===== src/rtl/div_mod_top_level.sv =====
// Sequential signed divider/modulo: 32-bit dividend / 16-bit divisor, restoring
// division on magnitudes (one bit per cycle), 18-bit saturated signed result.
//
// state | meaning
// IDLE  | waiting for valid_input; captures operands, signs and magnitudes
// CALC  | 32 restoring-division iterations, quotient bit MSB first
// FIX   | apply signs, saturate quotient, register result, raise valid_output
// DONE  | drop valid_output, return to IDLE
module div_mod_top_level (
  input  logic        clk,
  input  logic        reset,
  input  logic [31:0] dividend,
  input  logic [15:0] divisor,
  input  logic        mode,
  input  logic        valid_input,
  output logic        valid_output,
  output logic [17:0] final_output
);

  typedef enum logic [1:0] {IDLE, CALC, FIX, DONE} state_t;

  state_t      state;
  logic [4:0]  cnt;
  logic [31:0] q;
  logic [15:0] rem;
  logic [15:0] dvs_mag;
  logic        sign_dvd;
  logic        sign_dvs;
  logic        mode_r;

  logic [31:0] dvd_mag_in;
  logic [15:0] dvs_mag_in;
  logic [16:0] rem_sh;
  logic        rem_ge;
  logic [15:0] rem_sub;
  logic        dvs_zero;
  logic        neg_q;
  logic [17:0] rem_ext;
  logic [17:0] quot_res;
  logic [17:0] rem_res;

  // Magnitudes as unsigned values, so -2^31 and -2^15 are representable
  always_comb begin
    dvd_mag_in = dividend[31] ? (~dividend + 32'd1) : dividend;
    dvs_mag_in = divisor[15] ? (~divisor + 16'd1) : divisor;
  end

  // Partial remainder stays below |divisor| <= 2^15, so 16 bits plus the shifted-in bit suffice
  always_comb begin
    rem_sh  = {rem, q[31]};
    rem_ge  = (rem_sh >= {1'b0, dvs_mag});
    rem_sub = 16'(rem_sh - {1'b0, dvs_mag});
  end

  always_comb begin
    dvs_zero = (dvs_mag == 16'd0);
    neg_q    = sign_dvd ^ sign_dvs;
    rem_ext  = {2'b00, rem};
    quot_res = 18'd0;
    rem_res  = 18'd0;
    if (dvs_zero) begin
      quot_res = sign_dvd ? 18'h20000 : 18'h1FFFF;
      rem_res  = 18'd0;
    end else begin
      if (!neg_q)
        quot_res = (q > 32'd131071) ? 18'h1FFFF : q[17:0];
      else
        quot_res = (q > 32'd131072) ? 18'h20000 : 18'(~q + 32'd1);
      rem_res = sign_dvd ? (~rem_ext + 18'd1) : rem_ext;
    end
  end

  always_ff @(posedge clk or negedge reset) begin
    if (!reset) begin
      state        <= IDLE;
      valid_output <= 1'b0;
      final_output <= 18'd0;
      cnt          <= 5'd0;
      q            <= 32'd0;
      rem          <= 16'd0;
      dvs_mag      <= 16'd0;
      sign_dvd     <= 1'b0;
      sign_dvs     <= 1'b0;
      mode_r       <= 1'b0;
    end else begin
      case (state)
        IDLE: begin
          valid_output <= 1'b0;
          if (valid_input) begin
            sign_dvd <= dividend[31];
            sign_dvs <= divisor[15];
            mode_r   <= mode;
            q        <= dvd_mag_in;
            dvs_mag  <= dvs_mag_in;
            rem      <= 16'd0;
            cnt      <= 5'd0;
            state    <= CALC;
          end
        end
        CALC: begin
          q   <= {q[30:0], rem_ge};
          rem <= rem_ge ? rem_sub : rem_sh[15:0];
          cnt <= cnt + 5'd1;
          if (cnt == 5'd31)
            state <= FIX;
        end
        FIX: begin
          final_output <= mode_r ? quot_res : rem_res;
          valid_output <= 1'b1;
          state        <= DONE;
        end
        DONE: begin
          valid_output <= 1'b0;
          state        <= IDLE;
        end
        default: state <= IDLE;
      endcase
    end
  end

endmodule


===== config.mk =====
export PLATFORM = sky130hd
export DESIGN_NAME = div_mod_top_level
export DESIGN_NICKNAME = d
export VERILOG_FILES = /design/src/rtl/div_mod_top_level.sv
export SDC_FILE = /design/constraint.sdc
export NUM_CORES = 1
export LEC_CHECK = 0
export CORE_ASPECT_RATIO = 2
export CORE_MARGIN = 2
export CORE_UTILIZATION = 50
export CTS_BUF_LIST = sky130_fd_sc_hd__clkbuf_8
export CTS_CLUSTER_DIAMETER = 60
export DETAILED_ROUTE_END_ITERATION = 16
export GPL_ROUTABILITY_DRIVEN = 0
export GPL_TIMING_DRIVEN = 1
export PLACE_DENSITY = 0.69
export SETUP_SLACK_MARGIN = 0.05
export SLEW_MARGIN = 0
export SYNTH_ARGS = -nofsm -noshare
export SYNTH_HDL_FRONTEND = slang
export SYNTH_SLANG_ARGS = --single-unit

===== constraint.sdc =====
create_clock -name clk -period 3.55 [get_ports clk]
set_input_delay 0.8875 -clock clk [delete_from_list [all_inputs] [get_ports clk]]
set_output_delay 0.8875 -clock clk [all_outputs]
set_load 0.03 [all_outputs]

==> flow_metrics.env, run 1 <==
export IMPL_cp_startpoint="dividend[14]"
export IMPL_combPwrFrac_pct=61.3
export IMPL_grt_ovfl_total=0
export IMPL_finClkSkew_ns=0.0224
export IMPL_critPathLaunchType="input port"
export IMPL_synth_ff_type="dfrtp_1"
export IMPL_numCtsBuffers=9
export IMPL_wire_per_inst_um=17.8
export IMPL_cp_data_required_time_ns=3.83
export IMPL_antenna_found_initial=0
export IMPL_setup_tns_ns=0
export IMPL_synth_edf_count=0
export IMPL_p_total_mw=7.72
export IMPL_firstDrtPassIters=7
export IMPL_grt_pass1_vias=6777
export IMPL_yosys_top_cells_count="nand2_1 (108), dfrtp_1 (93), o21ai_0 (88)"
export IMPL_final_antenna_net_count=0
export IMPL_layout_setup_ws_ns=0.343
export IMPL_layout_drive_gt1_share_pct=6.52
export IMPL_drc=0
export IMPL_synth_simple_area_share_pct=19.8
export IMPL_cts_hold_buf=0
export IMPL_synthArstFlopShare_pct=100
export IMPL_relSlewSlack_pct=23.5
export IMPL_coreArea_mm2=0.0138
export IMPL_rsz0062_at_grt="false"
export IMPL_p_sw_share_pct=49.0
export IMPL_p_per_area_mw_per_mm2=940
export IMPL_hold_start="valid_output"
export IMPL_areaGrowthSynthToFinish_pct=16.8
export IMPL_dr_first_iter_drc_count=402
export IMPL_p_int_mw=3.93
export IMPL_fp_row_count=61
export IMPL_syn_nets=952
export IMPL_slew_violations=0
export IMPL_ctsHtreeMaxLevel=3
export IMPL_synth_seq_cells=93
export IMPL_p_clk_share_pct=10.8
export IMPL_path_max_fanout=6
export IMPL_diodes=0
export IMPL_fin_area_mm2=0.00821
export IMPL_layoutNonFillerInstCount=1125
export IMPL_ys_warn_count=0
export IMPL_p_sw_mw=3.79
export IMPL_initial_core_util_pct=50.9
export IMPL_cts_tree="yes"
export IMPL_wirelength_mm=20.1
export IMPL_max_freq_ghz=0.312
export IMPL_r2r_end="final_output[10]"
export IMPL_period_needed_ns=3.21
export IMPL_ys_seq_area_share_pct=33.1
export IMPL_register_area_mm2=0.00233
export IMPL_synthMuxAreaShare_pct=4.86
export IMPL_placed_cells=1109
export IMPL_yosys_area_share_adder_pct=4.91
export IMPL_r2r_slack_ns=0.42
export IMPL_clkLatencyLatePin_ns=0.38
export IMPL_root_buffer="clkbuf_8"
export IMPL_p_seq_share_pct=28.0
export IMPL_avgSynthCellArea_um2=8.06
export IMPL_irDropWorstVdd_uv=431
export IMPL_avgViaCountPerCell=6.05
export IMPL_vias=6805
export IMPL_clockBufferDepth=2
export IMPL_path_class="input port to register"
export IMPL_p_leak_nw=3.43
export IMPL_timing_rr_start="q[0]"
export IMPL_grt_pass1_wl_mm=32.7
export IMPL_worstHoldPathType="register to register"
export IMPL_finalHoldViolCount=0
export IMPL_io_pins=71
export IMPL_synth_xor_area_share_pct=8.72
export IMPL_post_cts_buffers=0
export IMPL_nets=1010
export IMPL_synthTopCellsByArea="dfrtp_1 (33%), o21ai_0 (6.3%), nand2_1 (5.8%)"
export IMPL_drv_cap=0
export IMPL_multi_input_area_mm2=0.00442
export IMPL_port_buffers=70
export IMPL_arrival_ns=3.49
export IMPL_cts_num_sinks=93
export IMPL_whs_ns=0.513
export IMPL_crit_path_end_kind="register"
export IMPL_yosysTopAreaCellShare_pct=33.1
export IMPL_synth_most_common_cell="nand2_1"
export IMPL_ys_types=65
export IMPL_synthesis_instances=873
export IMPL_fillers=1255
export IMPL_synth_compound_area_share_pct=24.2
export IMPL_synth_area_mm2=0.00703
export IMPL_r2r_cells=10
export IMPL_die_x_um=87.9
export IMPL_grt_max_degree=56
export IMPL_hpwl_mm=15.6
export IMPL_final_period_utilization_pct=90.3
export IMPL_placed_area_mm2=0.00798
export IMPL_outcome="complete, no violations"
export IMPL_cp_endpoint="q[21]"
export IMPL_synth_top_family_by_area="compound AO/OA/AOI/OAI gates"
export IMPL_final_setup_viol_count=0
export IMPL_tightest_slew_ns=1.14
export IMPL_yosysTopAreaCell="dfrtp_1"
export IMPL_track_usage_pct=27.5
export IMPL_utilization_pct=59.5
export IMPL_die_area_mm2=0.0151
export IMPL_place_ws_ns=-0.0578
export IMPL_die_y_um=172
export IMPL_cts_resized=0
export IMPL_clk_pin_slew_ns=0.11
[cell families after synthesis]
family,Yosys count
XOR/XNOR,70
adder cells (fa/ha/maj),27
flip-flops,93
AO/OA/AOI/OAI,273
AND/OR/NAND/NOR,299
buffers and inverters,78
multiplexers,33
[cells in the final DEF, fill, tap and decap left out, drive strengths merged, types with 7 or more instances in the layout]
cell type      count
nor2              76
inv               34
o41ai             12
xnor2             36
o21a              10
clkbuf            10
nor3              24
nand3             16
ha                26
a21oi             62
or3                9
nor2b             11
nand2b             7
a31oi             21
o31ai             16
buf               24
a21o               7
mux2i             27
dfrtp             93
nor4              12
o22ai              8
clkdlybuf4s50     69
nand4              9
xor2              34
nand2            108
o21ai             92
[power groups by stage]
stage	combinational (mW)	sequential, mW	clock, mW
floorplan	3.34	2.14	0
global placement	4.56	2.15	0
detailed placement	4.71	2.17	0
CTS	4.73	2.15	0.851
global route	5.25	2.23	0.896
finish	4.73	2.16	0.834
[cell type report]
type / instances / area share [%]
sequential: 93 / 28.3
clock buffer: 10 / 1.68
multi-input combinational: 702 / 53.8
timing repair buffer: 93 / 10.8
tap: 189 / 2.88
clock inverter: 6 / 1.14
inverter: 32 / 1.46
[critical path, cell delays in order]
cell and delay (ns):
clkdlybuf4s50_1 0.44, or4_4 0.55, or4_4 0.47, or2_1 0.36, o41ai_4 0.25, xor2_1 0.18
o21ai_1 0.08, mux2_4 0.27
[sequential cells by signal (all words and copies together), names as in the netlist]
| register | cells |
|---|---|
| q | 32 |
| state | 2 |
| rem | 16 |
| dvs_mag | 16 |
| final_output | 18 |
| valid_output | 1 |
| mode_r | 1 |
| cnt | 5 |
| sign_dvd | 1 |
| sign_dvs | 1 |
[how the worst min path moves through the flow]
stage,to,slack [ns],cells after the start
final,valid_output,0.51,1
after global routing,dvs_mag[6],0.54,2
after CTS,valid_output,0.52,1
after detailed placement,dvs_mag[11],0.50,2
after global placement,cnt[4],0.49,1
after floorplan,dvs_mag[15],0.47,2
[metal layers]
layer	vias to the layer above	part of all wire, %	track usage (%)
met5	-	0	0
met1	3251	36	28.1
li1	3269	-	-
met2	221	55	51.1
met4	0	5.8	17.0
met3	64	3.6	3.36
Note: power is estimated with default switching activity, not from simulation.
==> inputs of run 2 (changes only) <==
--- a/config.mk
+++ b/config.mk
@@ -13,7 +13,7 @@
 export DETAILED_ROUTE_END_ITERATION = 16
 export GPL_ROUTABILITY_DRIVEN = 0
 export GPL_TIMING_DRIVEN = 1
-export PLACE_DENSITY = 0.69
+export PLACE_DENSITY = 0.71
 export SETUP_SLACK_MARGIN = 0.05
 export SLEW_MARGIN = 0
 export SYNTH_ARGS = -nofsm -noshare
==> run 2 against run 1 <==
Compared with the run above: highest routed layer unchanged; critical endpoint unchanged; die area stayed put; core utilization increased by 0.16 points; worst hold slack got worse by 0.059 ns.
==> flow_metrics.env, run 2 (synthesis gave the netlist of run 1 again) <==
export IMPL_arrival_ns=3.43
export IMPL_outcome="complete, no violations"
export IMPL_p_per_area_mw_per_mm2=927
export IMPL_hpwl_mm=15.6
export IMPL_coreArea_mm2=0.0138
export IMPL_io_pins=71
export IMPL_cts_hold_buf=0
export IMPL_die_y_um=172
export IMPL_grt_max_degree=48
export IMPL_root_buffer="clkbuf_8"
export IMPL_avgViaCountPerCell=6.01
export IMPL_port_buffers=70
export IMPL_layout_drive_gt1_share_pct=7.60
export IMPL_worstHoldPathType="input port to async pin"
export IMPL_grt_pass1_vias=6872
export IMPL_wire_per_inst_um=17.5
export IMPL_finalHoldViolCount=0
export IMPL_top_regs="q: 32 flops, final_output: 18 flops"
export IMPL_timing_rr_start="rem[0]"
export IMPL_rsz0062_at_grt="false"
export IMPL_nets=1021
export IMPL_final_cell_mix="nand2_1 (108), dfrtp_1 (93), o21ai_0 (88), nor2_1 (76), clkdlybuf4s50_1 (69)"
export IMPL_vias=6824
export IMPL_grt_ovfl_total=0
export IMPL_final_antenna_net_count=0
export IMPL_fillers=1276
export IMPL_clkLatencyLatePin_ns=0.39
export IMPL_crit_path_end_kind="register"
export IMPL_wirelength_mm=19.9
export IMPL_cp_startpoint="dividend[12]"
export IMPL_fp_row_count=61
export IMPL_finClkSkew_ns=0.0158
export IMPL_path_class="input port to register"
export IMPL_max_flop_register="q"
export IMPL_cts_tree="yes"
export IMPL_ctsHtreeMaxLevel=3
export IMPL_irDropWorstVdd_uv=413
export IMPL_cts_num_sinks=93
export IMPL_largest_reg_flops=32
export IMPL_whs_ns=0.454
export IMPL_r2r_slack_ns=0.62
export IMPL_cts_resized=0
export IMPL_slew_violations=0
export IMPL_track_usage_pct=27.4
export IMPL_initial_core_util_pct=50.9
export IMPL_numCtsBuffers=9
export IMPL_r2r_cells=9
export IMPL_period_needed_ns=3.15
export IMPL_critPathLaunchType="input port"
export IMPL_die_area_mm2=0.0151
export IMPL_grt_pass1_wl_mm=32.4
export IMPL_final_period_utilization_pct=88.6
export IMPL_die_x_um=87.9
export IMPL_setup_tns_ns=0
export IMPL_areaGrowthSynthToFinish_pct=17.1
export IMPL_post_cts_buffers=0
export IMPL_cp_data_required_time_ns=3.83
export IMPL_r2r_end="rem[11]"
export IMPL_p_total_mw=7.64
export IMPL_drc=0
export IMPL_final_setup_viol_count=0
export IMPL_relSlewSlack_pct=26.2
export IMPL_firstDrtPassIters=5
export IMPL_clk_pin_slew_ns=0.11
export IMPL_tightest_slew_ns=1.10
export IMPL_clockBufferDepth=2
export IMPL_max_freq_ghz=0.318
export IMPL_cp_endpoint="q[21]"
export IMPL_path_max_fanout=6
export IMPL_p_leak_nw=3.45
export IMPL_antenna_found_initial=0
export IMPL_layout_commonest_cell="nand2_1"
export IMPL_dr_first_iter_drc_count=487
export IMPL_drv_cap=0
export IMPL_diodes=0
run 2: area by class of cell:
cell class / instances / area, um2 / share of cell area (%)
Multi-Input combinational cell: 702 / 4420 / 53.6
Sequential cell: 93 / 2330 / 28.3
Timing Repair Buffer: 104 / 953 / 11.6
Tap cell: 189 / 236 / 2.87
Clock buffer: 10 / 138 / 1.67
Inverter: 32 / 120 / 1.46
Clock inverter: 6 / 46.3 / 0.562
run 2: power by group:
| group | switching, mW | leakage [nW] | internal (mW) |
|---|---|---|---|
| clock network | 0.419 | 0.0893 | 0.279 |
| registers | 0.610 | 1.15 | 1.55 |
| logic | 2.78 | 2.21 | 2.00 |
run 2: worst min path at each step:
stage	from	end	slack (ns)
detailed placement	cnt[4]	cnt[4]	0.49
floorplan	dvs_mag[15]	dvs_mag[15]	0.47
global placement	dvs_mag[11]	dvs_mag[11]	0.49
global route	reset	q[14]	0.48
CTS	reset	q[25]	0.47
finish	reset	q[14]	0.45
run 2: per-stage QoR:
step	util, %	worst slack [ns]	cell area (um2)	std cells
after floorplan	-	0.525	7030	873
after global placement	58.3	0.0267	8050	1120
after detailed placement	58.3	0.00879	8050	1120
after CTS	59.6	0.408	8240	1136
after global routing	59.6	0.293	8240	1136
final	59.6	0.404	8240	1136
run 2: metal layers:
metal / global-route usage, % / share of wire (%)
met4: 18.5 / 6.4
met1: 26.7 / 35
met2: 51.5 / 55
met5: 0 / 0
met3: 3.36 / 3.4
run 2: worst max-delay path, stage by stage:
cell	delay [ns]
clkdlybuf4s50_1	0.44
or4_4	0.53
or4_4	0.47
or2_1	0.36
o41ai_4	0.24
xor2_1	0.17
o21ai_1	0.07
mux2_4	0.27
==> inputs of run 3 (changes only) <==
--- a/config.mk
+++ b/config.mk
@@ -10,6 +10,7 @@
 export CORE_UTILIZATION = 50
 export CTS_BUF_LIST = sky130_fd_sc_hd__clkbuf_8
 export CTS_CLUSTER_DIAMETER = 60
+export CTS_CLUSTER_SIZE = 24
 export DETAILED_ROUTE_END_ITERATION = 16
 export GPL_ROUTABILITY_DRIVEN = 0
 export GPL_TIMING_DRIVEN = 1
==> results of run 3 <==
No change in the layout: final DEF, timing and power equal those of run 2.
